## src/rtl/alu_seq.sv

```systemverilog
// Registered WIDTH-bit ALU with start/done handshake; MUL and long SHL run
// iteratively in a RUN state while busy is high, all other ops take one cycle.
module alu_seq #(
  parameter int WIDTH = 8
) (
  input  logic             clk,
  input  logic             rst_n,
  input  logic             start,
  input  logic [2:0]       op,
  input  logic [WIDTH-1:0] a,
  input  logic [WIDTH-1:0] b,
  output logic             busy,
  output logic             done,
  output logic [WIDTH-1:0] result,
  output logic             c,
  output logic             z,
  output logic             dbg_state
);

  localparam int SW = $clog2(WIDTH);
  localparam int CW = $clog2(WIDTH) + 1;

  localparam logic [2:0] OP_ADD  = 3'b000;
  localparam logic [2:0] OP_SUB  = 3'b001;
  localparam logic [2:0] OP_PASS = 3'b010;
  localparam logic [2:0] OP_AND  = 3'b011;
  localparam logic [2:0] OP_OR   = 3'b100;
  localparam logic [2:0] OP_NOT  = 3'b101;
  localparam logic [2:0] OP_MUL  = 3'b110;

  // Handshake: a request is accepted on a rising edge where start=1 and
  // busy=0; done pulses for one cycle on the edge result/c/z are written.
  typedef enum logic {IDLE = 1'b0, RUN = 1'b1} state_t;

  state_t state, state_next;

  logic               accept;
  logic               multi_in;
  logic [SW-1:0]      s_in;

  logic               pend;
  logic [2:0]         p_op;
  logic [WIDTH-1:0]   p_a;
  logic [WIDTH-1:0]   p_b;

  logic               run_mul;
  logic [CW-1:0]      cnt;
  logic [2*WIDTH-1:0] acc;
  logic [2*WIDTH-1:0] acc_next;
  logic [2*WIDTH-1:0] mcand;
  logic [WIDTH-1:0]   mplier;

  logic [WIDTH-1:0]   single_res;
  logic               single_c;
  logic [WIDTH:0]     wide;
  logic [SW-1:0]      p_s;

  assign busy      = (state == RUN);
  assign dbg_state = state;
  assign accept    = start && !busy;
  assign s_in      = b[SW-1:0];
  assign multi_in  = (op == OP_MUL) || ((op == 3'b111) && (s_in > SW'(1)));
  assign p_s       = p_b[SW-1:0];

  always_ff @(posedge clk or negedge rst_n) begin
    if (!rst_n) state <= IDLE;
    else        state <= state_next;
  end

  always_comb begin
    state_next = state;
    case (state)
      IDLE: if (accept && multi_in) state_next = RUN;
      RUN:  if (cnt == CW'(1))      state_next = IDLE;
      default: state_next = IDLE;
    endcase
  end

  // One iteration: MUL adds the shifted multiplicand when the current
  // multiplier bit is set; SHL moves the operand one place toward the MSB.
  always_comb begin
    acc_next = acc;
    if (run_mul) acc_next = acc + (mplier[0] ? mcand : '0);
    else         acc_next = acc << 1;
  end

  // Single-cycle ops evaluate the operands latched on the accept edge.
  always_comb begin
    single_res = '0;
    single_c   = 1'b0;
    wide       = '0;
    case (p_op)
      OP_ADD: begin
        wide       = {1'b0, p_a} + {1'b0, p_b};
        single_res = wide[WIDTH-1:0];
        single_c   = wide[WIDTH];
      end
      OP_SUB: begin
        wide       = {1'b0, p_a} - {1'b0, p_b};
        single_res = wide[WIDTH-1:0];
        single_c   = wide[WIDTH];
      end
      OP_PASS: single_res = p_b;
      OP_AND:  single_res = p_a & p_b;
      OP_OR:   single_res = p_a | p_b;
      OP_NOT:  single_res = ~p_a;
      default: begin
        // SHL with s of 0 or 1; larger shifts go through RUN
        if (p_s == '0) begin
          single_res = p_a;
        end else begin
          single_res = p_a << 1;
          single_c   = p_a[WIDTH-1];
        end
      end
    endcase
  end

  always_ff @(posedge clk or negedge rst_n) begin
    if (!rst_n) begin
      done    <= 1'b0;
      result  <= '0;
      c       <= 1'b0;
      z       <= 1'b1;
      pend    <= 1'b0;
      p_op    <= '0;
      p_a     <= '0;
      p_b     <= '0;
      run_mul <= 1'b0;
      cnt     <= '0;
      acc     <= '0;
      mcand   <= '0;
      mplier  <= '0;
    end else begin
      done <= 1'b0;
      pend <= accept && !multi_in;
      if (pend) begin
        result <= single_res;
        c      <= single_c;
        z      <= (single_res == '0);
        done   <= 1'b1;
      end
      if (accept) begin
        p_op <= op;
        p_a  <= a;
        p_b  <= b;
      end
      if (accept && multi_in) begin
        run_mul <= (op == OP_MUL);
        cnt     <= (op == OP_MUL) ? CW'(WIDTH) : CW'(s_in);
        acc     <= (op == OP_MUL) ? '0 : {{WIDTH{1'b0}}, a};
        mcand   <= {{WIDTH{1'b0}}, a};
        mplier  <= b;
      end else if (state == RUN) begin
        acc    <= acc_next;
        mcand  <= mcand << 1;
        mplier <= mplier >> 1;
        cnt    <= cnt - CW'(1);
        if (cnt == CW'(1)) begin
          result <= acc_next[WIDTH-1:0];
          c      <= run_mul ? (|acc_next[2*WIDTH-1:WIDTH]) : acc_next[WIDTH];
          z      <= (acc_next[WIDTH-1:0] == '0);
          done   <= 1'b1;
        end
      end
    end
  end

endmodule

```

## config.mk

```make
export PLATFORM = sky130hd
export DESIGN_NAME = alu_seq
export DESIGN_NICKNAME = d
export VERILOG_FILES = /design/src/rtl/alu_seq.sv
export SDC_FILE = /design/constraint.sdc
export NUM_CORES = 1
export LEC_CHECK = 0
export ABC_AREA = 1
export ABC_CLOCK_PERIOD_IN_PS = 2060
export CAP_MARGIN = 20
export CORE_MARGIN = 5
export CORE_UTILIZATION = 55
export CTS_BUF_LIST = sky130_fd_sc_hd__clkbuf_2 sky130_fd_sc_hd__clkbuf_4 sky130_fd_sc_hd__clkbuf_8
export DETAILED_ROUTE_END_ITERATION = 8
export GPL_ROUTABILITY_DRIVEN = 0
export GPL_TIMING_DRIVEN = 0
export PLACE_DENSITY = 0.78
export SLEW_MARGIN = 20
export SYNTH_ARGS = -nofsm -noshare
export SYNTH_HDL_FRONTEND = slang
export SYNTH_SLANG_ARGS = --single-unit
```

## constraint.sdc

```tcl
create_clock -name clk -period 2.06 [get_ports clk]
set_input_delay 0.515 -clock clk [delete_from_list [all_inputs] [get_ports clk]]
set_output_delay 0.515 -clock clk [all_outputs]
set_load 0.005 [all_outputs]
```

==> results by group, run 1 <==
Status
  • Status: complete, but fails checks
  • Failing checks: setup timing

Layout
  • Layout cells sized above 1: 0.247
  • Reg area: 1930 µm²
  • Post-layout nets: 956
  • Commonest cells after routing, fill and taps aside: nand2_1, inv_1, dfrtp_1
  • Multi-input logic area: between 3000 and 4000 µm²
  • P&R area growth vs syn: 27.6%
  • Fill cells: 761
  • Most common cell after layout, fill and taps aside: nand2_1
  • Fin util: 0.711
  • Diodes inserted: 0

Synth
  • Async set or reset register ratio after synthesis: 1.00
  • Number of synthesis warnings: 0
  • Synth Area per Inst: 6.98 µm²
  • Seq/Total Area, Yosys: 0.338
  • Synthesized instance count: 817
  • Synth Net Count: 884
  • EDFF count, synth: 0
  • Yosys cell types: 40
  • Yosys reg bits: 77
  • Post-Syn Area: 5700 µm²
  • Main synth FF type: dfrtp_1

GRT
  • Initial antenna violation count: 0
  • First-pass GRT wire length: 27,900 µm
  • Vias in the first global route: ~5,900
  • All-Layer GR Usage: 0.270
  • Remaining Overflow, GRT: 0
  • Largest net degree at the start of global routing: 41

Timing
  • Fin crit share: 1.16
  • Worst-Margin Slew: 0.634 ns
  • Final Max Slew Viols: 0
  • FMAX: around 420 MHz
  • Setup Skew: 0.0117 ns
  • Final hold violation count: 0
  • Slew HR: 0.577
  • Final setup fails: 16
  • Setup WS post-layout: -0.321 ns
  • Post-layout min period: 2.38 ns
  • RSZ-0062 raised after global routing: true

Route
  • Post-DRT Antenna Nets: 0
  • DRC: 0
  • Drt first-iter violations: approximately 530
  • Vias per cell: about 5.9
  • Total number of vias: about 6,100
  • TritonRoute pass-1 iters: 8
  • Final wirelength: 17,700 µm
  • Routed length per placed instance: roughly 17 µm

Clock tree
  • Clock-pin slew on the worst setup and hold paths: 0.08 ns
  • Clock sinks: 77
  • Root buf cell: clkbuf_8
  • Total CTS buffers: 9
  • Max Buffers Root-to-Sink: 2
  • Hold Buf Count CTS: 0
  • Clk_lat worst skew: 0.35 ns
  • H-tree Lvls: 3
  • CTS tree: built

Hold path
  • Hold WC Path Type: in -> async

Critical path
  • Maximum fanout along the worst path: 5
  • Critical Path RT: 2.29 ns
  • Startpoint type of the worst setup path: flop
  • WS Path Type: reg -> reg
  • Critical path arrival: 2.61 ns
  • CP endpoint kind: flop

Flow run
  • Max cap viols: 0

Floorplan
  • Initial core utilization: 0.557
  • Core area: 10,200 µm²
  • Die H: 112 µm
  • Die footprint: 12,500 µm²
  • Row count: 37
  • I/O pin total: 35
  • Die Width: between 100 and 150 µm

Pwr
  • Peak supply drop: 1050 µV
  • Pleak: between 0.003 and 0.004 µW
  • Pwr/cell area: 1810 nW/µm²
  • Power consumption: 13,200 µW

Placement
  • Port Buffers: 34
  • Detailed Place HPWL: 12,500 µm
-- cell type report --
cell class                      instances  share of cell area
Timing Repair Buffer                   61              0.0782
Clock buffer                           12              0.0201
Clock inverter                          4              0.0101
Inverter                              147              0.0769
Buffer                                 24              0.0213
Multi-Input combinational cell        569               0.505
Tap cell                              136              0.0234
Sequential cell                        77               0.265
-- critical path, stage by stage, from the launching register on --
cell	delay, ns
dfrtp_1	0.41
buf_6	0.16
clkbuf_16	0.16
nand2_2	0.07
inv_2	0.04
ha_4	0.27
nand2_4	0.08
nand2_4	0.06
nand2_2	0.10
nand2_4	0.07
a21oi_4	0.13
nand2_1	0.06
nand2_1	0.07
nand3_2	0.08
nand2_2	0.12
nand2_2	0.05
nor2_2	0.09
nand2_1	0.09
nand2_2	0.08
a21oi_2	0.05
-- final timing paths --
kind | startpoint | slack (ns) | endpoint | cells past startpoint
worst max-delay path | mplier[0] | -0.32 | c | 19
worst min-delay path | rst_n | 0.12 | acc[10] | 1
worst max register to register | mplier[0] | -0.32 | c | 19
worst min register to register | mplier[6] | 0.48 | mplier[5] | 2
max in group asynchronous | rst_n | 1.31 | z | 2
min in group clk | mplier[6] | 0.48 | mplier[5] | 2
-- routing by layer --
layer,global-route usage,vias up,wire length [µm]
met5,0,-,0
met4,0.103,0,751
met3,0.0457,84,1270
met2,0.461,328,8540
met1,0.343,2870,7150
li1,-,2783,-
-- Yosys cell counts, drive strengths merged, types with 10 or more instances --
cell / instances / share of area
nand4: 11 / 0.012
clkbuf: 10 / 0.0066
inv: 146 / 0.096
buf: 14 / 0.015
nand2: 236 / 0.16
nand3: 51 / 0.051
a21oi: 31 / 0.029
o22ai: 23 / 0.025
dfrtp: 76 / 0.33
o221ai: 16 / 0.025
nor2: 59 / 0.039
o21ai: 59 / 0.052
ha: 42 / 0.092
-- sequential cells by signal (all words and copies together) (netlist names) --
name / count
z: 1
result: 8
run_mul: 1
c: 1
busy: 1
p_b: 8
p_op: 3
p_a: 8
cnt: 4
pend: 1
mplier: 8
done: 1
mcand: 16
acc: 16
-- cells by family after synthesis --
group | count (synthesis) | synth area share
multiplexers | 1 | 0.00176
flip-flops | 77 | 0.338
AND/OR/NAND/NOR | 369 | 0.274
adder cells (fa/ha/maj) | 45 | 0.103
XOR/XNOR | 8 | 0.0123
AO/OA/AOI/OAI | 146 | 0.152
buffers and inverters | 171 | 0.118
-- power by group --
part | total (µW) | leakage, µW | switching, µW | internal, µW
clock | 1280 | 0.000115 | 557 | 725
combinational | 8960 | 0.00256 | 5400 | 3560
sequential | 2920 | 0.000951 | 700 | 2220
total | 13200 | 0.00362 | 6660 | 6500
-- per-stage QoR --
| step | area, µm² | instances | hold slack (ns) | setup TNS, ns | setup WS [ns] |
|---|---|---|---|---|---|
| 3_3_place_gp | 6340 | 987 | 0.468 | -169.19 | -2.17 |
| 5_1_grt | 7280 | 1030 | 0.144 | -4.97 | -0.452 |
| 2_1_floorplan | 5830 | 817 | 0.219 | 0 | 0.00499 |
| 6_report | 7280 | 1030 | 0.117 | -2.62 | -0.321 |
| 3_5_place_dp | 6360 | 988 | 0.468 | -4.13 | -0.413 |
| 4_1_cts | 6900 | 1021 | 0.133 | -1.44 | -0.245 |
-- repair_timing --
| item | in CTS | in global routing |
|---|---|---|
| pin swaps | 27 | 37 |
| setup endpoints to repair | 17 | 22 |
| gates cloned | 1 | 1 |
| setup buffers | 16 | 8 |
| resized for setup | 58 | 98 |
Note: power is estimated with default switching activity, not from simulation.
==> inputs of run 2 (changes only) <==
--- a/config.mk
+++ b/config.mk
@@ -8,13 +8,15 @@
 export ABC_AREA = 1
 export ABC_CLOCK_PERIOD_IN_PS = 2060
 export CAP_MARGIN = 20
+export CELL_PAD_IN_SITES_DETAIL_PLACEMENT = 0
+export CELL_PAD_IN_SITES_GLOBAL_PLACEMENT = 1
 export CORE_MARGIN = 5
-export CORE_UTILIZATION = 55
+export CORE_UTILIZATION = 41
 export CTS_BUF_LIST = sky130_fd_sc_hd__clkbuf_2 sky130_fd_sc_hd__clkbuf_4 sky130_fd_sc_hd__clkbuf_8
 export DETAILED_ROUTE_END_ITERATION = 8
 export GPL_ROUTABILITY_DRIVEN = 0
 export GPL_TIMING_DRIVEN = 0
-export PLACE_DENSITY = 0.78
+export PLACE_DENSITY_LB_ADDON = 0.1
 export SLEW_MARGIN = 20
 export SYNTH_ARGS = -nofsm -noshare
 export SYNTH_HDL_FRONTEND = slang
==> run 2 against run 1 <==
The flow still finishes with violations (setup timing). Routed wire length is 0.27% lower. Global-route usage is 5.5 points lower. Clock power is 16% lower. Sequential power hardly changed. Critical endpoint unchanged. Largest cell class unchanged. Highest routed layer unchanged.
==> results by group, run 2 (synthesis results as in run 1) <==
Placement
  • Pre-CTS setup slack: -0.421 ns
  • Area after DPL: 6420 µm²
  • Detailed Place HPWL: 13,600 µm
  • Port Buffers: 34

Timing
  • Post-layout min period: 2.30 ns
  • Worst-Margin Slew: 0.622 ns
  • Hold WS: just over 0.04 ns
  • Setup Skew: about 0.012 ns
  • Setup TNS: -1.18 ns
  • Setup WS post-layout: -0.236 ns
  • Final hold violation count: 0
  • Final Max Slew Viols: 0
  • Fin crit share: 1.11
  • FMAX: 436 MHz
  • Slew HR: 0.585
  • RSZ-0062 raised after global routing: true
  • Final setup fails: 15

Critical path
  • Maximum fanout along the worst path: 8
  • WS Path Type: reg -> reg
  • Largest stage delay, worst path: about 0.38 ns
  • Critical-path cell list: buf_6, clkbuf_16, nand2_4, inv_4, ha_4, nand2_4, nor2_4, and2_4, nand2_2, nand3_1, nand3_1, nand2_1, nand2_1, nor2_1, nand2_1, nand2_1, a21oi_2
  • CP most frequent cell: nand2_1
  • Critical path arrival: 2.55 ns
  • CP endpoint kind: flop
  • Slowest-stage cell, CP: dfrtp_1
  • Critical Path RT: 2.31 ns
  • Startpoint type of the worst setup path: flop
  • FF-to-FF setup slack: -0.24 ns

Clock tree
  • Root buf cell: clkbuf_8
  • Hold Buf Count CTS: 0
  • Clock-pin slew on the worst setup and hold paths: roughly 0.090 ns
  • H-tree Lvls: 3
  • Clock sinks: 77
  • Max Buffers Root-to-Sink: 2
  • Total CTS buffers: 9
  • CTS tree: built
  • Clk_lat worst skew: ~0.36 ns

Pwr
  • Power consumption: 12,800 µW
  • Peak supply drop: roughly 660 µV
  • Clk pwr share: 0.084
  • P_sw: 6500 µW
  • Pwr/cell area: about 1700 nW/µm²
  • Sw frac: 0.506
  • Sequential share of power: 0.229
  • Pleak: roughly 0.0036 µW
  • Combinational share of power: 0.687
  • Int Pwr: between 6000 and 7000 µW

Status
  • Failing checks: setup timing
  • Status: complete, but fails checks

Layout
  • Commonest cells after routing, fill and taps aside: nand2_1, inv_1, dfrtp_1
  • Layout cells sized above 1: 0.254
  • Biggest registers after layout: acc: 16 flops, mcand: 16 flops
  • Diodes inserted: 0
  • Most common cell after layout, fill and taps aside: nand2_1
  • Post-route cell area: 7400 µm²
  • P&R area growth vs syn: 29.8%
  • Post-layout nets: around 960

GRT
  • All-Layer GR Usage: 0.216
  • Remaining Overflow, GRT: 0
  • Largest net degree at the start of global routing: 56
  • First-pass GRT wire length: 28,200 µm
  • Initial antenna violation count: 0
  • Vias in the first global route: 5,436

Route
  • Drt first-iter violations: 344
  • Routed length per placed instance: between 15 and 20 µm
  • Post-DRT Antenna Nets: 0
  • Final wirelength: 17,700 µm
  • TritonRoute pass-1 iters: 5
  • Total number of vias: roughly 5,600
  • Vias per cell: 5.22
  • DRC: 0

Floorplan
  • Die H: approximately 130 µm
  • Core area: 13,800 µm²
  • I/O pin total: 35
  • Die footprint: 16,400 µm²
  • Die Width: roughly 130 µm
  • Row count: 43
  • Initial core utilization: 0.414

Flow run
  • Max cap viols: 0

Hold path
  • Hold WC Path Type: in -> async
## run 2: path summary, 6_finish.rpt
check | depth (start not counted) | startpoint | endpoint
worst max-delay path | 17 | mplier[0] | c
worst min-delay path | 1 | rst_n | p_b[1]
worst max register to register | 17 | mplier[0] | c
worst min register to register | 2 | mplier[3] | mplier[2]
max in group asynchronous | 2 | rst_n | z
min in group clk | 2 | mplier[3] | mplier[2]
## run 2: cell type report
type	instances	area, µm²
tap	180	225
clock inverter	6	46.3
fill	1397	6370
buffer	24	151
sequential	77	1930
timing repair buffer	66	613
multi-input combinational	569	3730
clock buffer	10	138
inverter	147	562
## run 2: power by group through the flow
| stage | registers, µW | logic [µW] | clock network (µW) |
|---|---|---|---|
| after floorplan | 2710 | 5050 | 0 |
| after global placement | 2910 | 6850 | 0 |
| after detailed placement | 2940 | 6920 | 0 |
| after CTS | 2880 | 7770 | 1110 |
| after global routing | 3030 | 9770 | 1180 |
| final | 2950 | 8820 | 1080 |
## run 2: repair_timing
| item | CTS | global route |
|---|---|---|
| endpoints found under the setup margin | 18 | 21 |
| gates resized for setup | 63 | 97 |
| pin swaps | 24 | 55 |
| gates cloned | 1 | 0 |
| setup buffers | 20 | 10 |
## run 2: through the flow
step,utilization,instances
after floorplan,-,817
after global placement,0.464,1031
after detailed placement,0.466,1032
after CTS,0.505,1069
after global routing,0.537,1079
final,0.537,1079
## run 2: worst max-delay path, delay by kind of cell, from the launching register on
kind | cells | cell delay [ns]
flip-flops | 1 | 0.38
adder cells (fa/ha/maj) | 1 | 0.31
buffers and inverters | 3 | 0.36
AO/OA/AOI/OAI | 1 | 0.05
AND/OR/NAND/NOR | 12 | 1.08
## run 2: metal layers
layer / vias up / routed length, µm / part of all wire / track usage
met4: 0 / 235 / 0.013 / 0.0443
li1: 2795 / - / - / -
met2: 133 / 7810 / 0.44 / 0.325
met3: 18 / 992 / 0.056 / 0.0442
met5: - / 0 / 0 / 0
met1: 2688 / 8630 / 0.49 / 0.320
==> inputs of run 3 (changes only) <==
==> constraint.sdc (replaced) <==
create_clock -name clk -period 2.06 [get_ports clk]
set_input_delay 0.618 -clock clk [delete_from_list [all_inputs] [get_ports clk]]
set_output_delay 0.618 -clock clk [all_outputs]
set_load 0.005 [all_outputs]
==> run 3 against run 2 <==
The flow still finishes with violations (setup timing). Clock-buffer cell count did not move. Flip-flop and latch count is the same. Routed wire length shrank 0.30%. Worst setup slack better by 0.015 ns. Sequential share of layout area is essentially flat.
==> results by group, run 3 (synthesis results as in run 1) <==
GRT
  • Initial antenna violation count: 0
  • Remaining Overflow, GRT: 0
  • Largest net degree at the start of global routing: 56
  • All-Layer GR Usage: 0.216
  • First-pass GRT wire length: 28,200 µm
  • Vias in the first global route: 5,436

Critical path
  • RR Startpoint: mplier[0]
  • Maximum fanout along the worst path: 8
  • Startpoint type of the worst setup path: flop
  • Largest stage delay, worst path: slightly below 0.4 ns
  • CP endpoint kind: flop
  • Slowest-stage cell, CP: dfrtp_1
  • Critical path arrival: roughly 2.5 ns
  • FF-to-FF setup slack: -0.22 ns
  • CP startpoint: mplier[0]
  • Critical Path RT: approximately 2.3 ns
  • CP most frequent cell: nand2_1
  • WS Path Type: reg -> reg
  • Critical-path cell list: buf_6, clkbuf_16, nand2_4, inv_4, ha_4, nand2_4, nor2_4, and2_4, nand2_2, nand3_1, nand3_2, nand2_2, nand2_1, nor2_1, nand2_1, nand2_1, a21oi_2

Timing
  • Final hold violation count: 0
  • FMAX: between 400 and 500 MHz
  • Worst-Margin Slew: around 0.61 ns
  • Final setup fails: 14
  • Setup Skew: 0.0109 ns
  • Fin crit share: 1.11
  • Post-layout min period: 2.28 ns
  • Setup WS post-layout: -0.221 ns
  • RSZ-0062 raised after global routing: true
  • Final Max Slew Viols: 0
  • Slew HR: 0.593

Route
  • Routed length per placed instance: 16.3 µm
  • Post-DRT Antenna Nets: 0
  • M1 WL: 8740 µm
  • Final wirelength: 17,600 µm
  • Met2 Routed Length: 7800 µm
  • Max layer used: met4
  • TritonRoute pass-1 iters: 5
  • Drt first-iter violations: 379
  • Vias per cell: approximately 5.2
  • DRC: 0
  • Routed met3 length: 849 µm
  • Total number of vias: 5,655

Clock tree
  • Root buf cell: clkbuf_8
  • H-tree Lvls: 3
  • Total CTS buffers: 9
  • Max Buffers Root-to-Sink: 2
  • Clock-pin slew on the worst setup and hold paths: about 0.09 ns
  • Clk_lat worst skew: 0.36 ns
  • Clock sinks: 77
  • CTS tree: built
  • Hold Buf Count CTS: 0

Pwr
  • Clk pwr share: 0.084
  • P_sw: 6480 µW
  • Pwr/cell area: about 1700 nW/µm²
  • Pleak: 0.00365 µW
  • Int Pwr: 6330 µW
  • Sequential share of power: 0.230
  • Sw frac: 0.506
  • Peak supply drop: roughly 660 µV
  • Combinational share of power: 0.686

Floorplan
  • Row count: 43
  • I/O pin total: 35
  • Die Width: 128 µm
  • Core area: between 10,000 and 15,000 µm²
  • Die H: 128 µm
  • Initial core utilization: 0.414
  • Die footprint: 16,400 µm²

Placement
  • Detailed Place HPWL: 13,600 µm
  • Port Buffers: 34
  • Area after DPL: roughly 6400 µm²

Layout
  • Fin util: 0.537
  • Most common cell after layout, fill and taps aside: nand2_1
  • Post-route cell area: 7400 µm²
  • Post-layout nets: 961
  • Commonest cells after routing, fill and taps aside: nand2_1, inv_1, dfrtp_1
  • Layout cells sized above 1: 0.253
  • P&R area growth vs syn: 29.7%
  • Diodes inserted: 0
  • Biggest registers after layout: acc: 16 flops, mcand: 16 flops

Hold path
  • Hold WC Path Type: in -> async

Status
  • Failing checks: setup timing
  • Status: complete, but fails checks

Flow run
  • Max cap viols: 0
## run 3: cell count changes in the layout (fill, tap and decap cells not counted), sizes merged
cell	before	now
dlymetal6s2s	0	1
clkdlybuf4s50	33	32
## run 3: timing repair
action	in CTS	in global routing
setup buffers	20	10
cloned	1	0
pin swaps	24	55
gates resized for setup	63	97
setup endpoints to repair	18	37
## run 3: layer usage
layer,up-vias,global-route usage
met5,-,0
met4,0,0.0443
met3,16,0.0442
met2,138,0.325
met1,2703,0.320
li1,2798,-
## run 3: critical path, delay by kind of cell (launching register included)
| kind | cells | cell delay, ns |
|---|---|---|
| buf+inv | 3 | 0.36 |
| fa+ha+maj | 1 | 0.31 |
| compound gates | 1 | 0.05 |
| simple gates | 12 | 1.06 |
| flops | 1 | 0.39 |
## run 3: final cells by class
cell class / instances / area [µm²]
multi-input cells: 569 / 3720
clock buffers: 10 / 138
well taps: 180 / 225
fillers: 1400 / 6380
flip-flops and latches: 77 / 1930
repair buffers: 66 / 616
plain buffers: 24 / 151
clock inverters: 6 / 46.3
inverters: 147 / 562
## run 3: metrics by stage
step | setup WS (ns) | total power, µW | hold WS (ns) | cells | setup TNS, ns
after global placement | -2.42 | 9760 | 0.467 | 1031 | -195.41
after floorplan | 0.00499 | 7760 | 0.322 | 817 | 0
after CTS | -0.213 | 11800 | 0.142 | 1069 | -1.29
after detailed placement | -0.421 | 9860 | 0.480 | 1032 | -13.25
after global routing | -0.325 | 13900 | 0.159 | 1079 | -3.17
final | -0.221 | 12800 | 0.146 | 1079 | -1.30
## run 3: final timing paths
check,depth (start not counted),to
max in group asynchronous,2,z
max reg2reg,17,c
min reg2reg,2,mplier[5]
max,17,c
min,1,p_b[1]
min in group clk,2,mplier[5]
## run 3: power by group through the flow
stage	registers (µW)	clock network (µW)	logic, µW
2_1_floorplan	2710	0	5050
3_3_place_gp	2910	0	6850
3_5_place_dp	2940	0	6920
4_1_cts	2880	1110	7770
5_1_grt	3030	1180	9740
6_report	2950	1070	8790
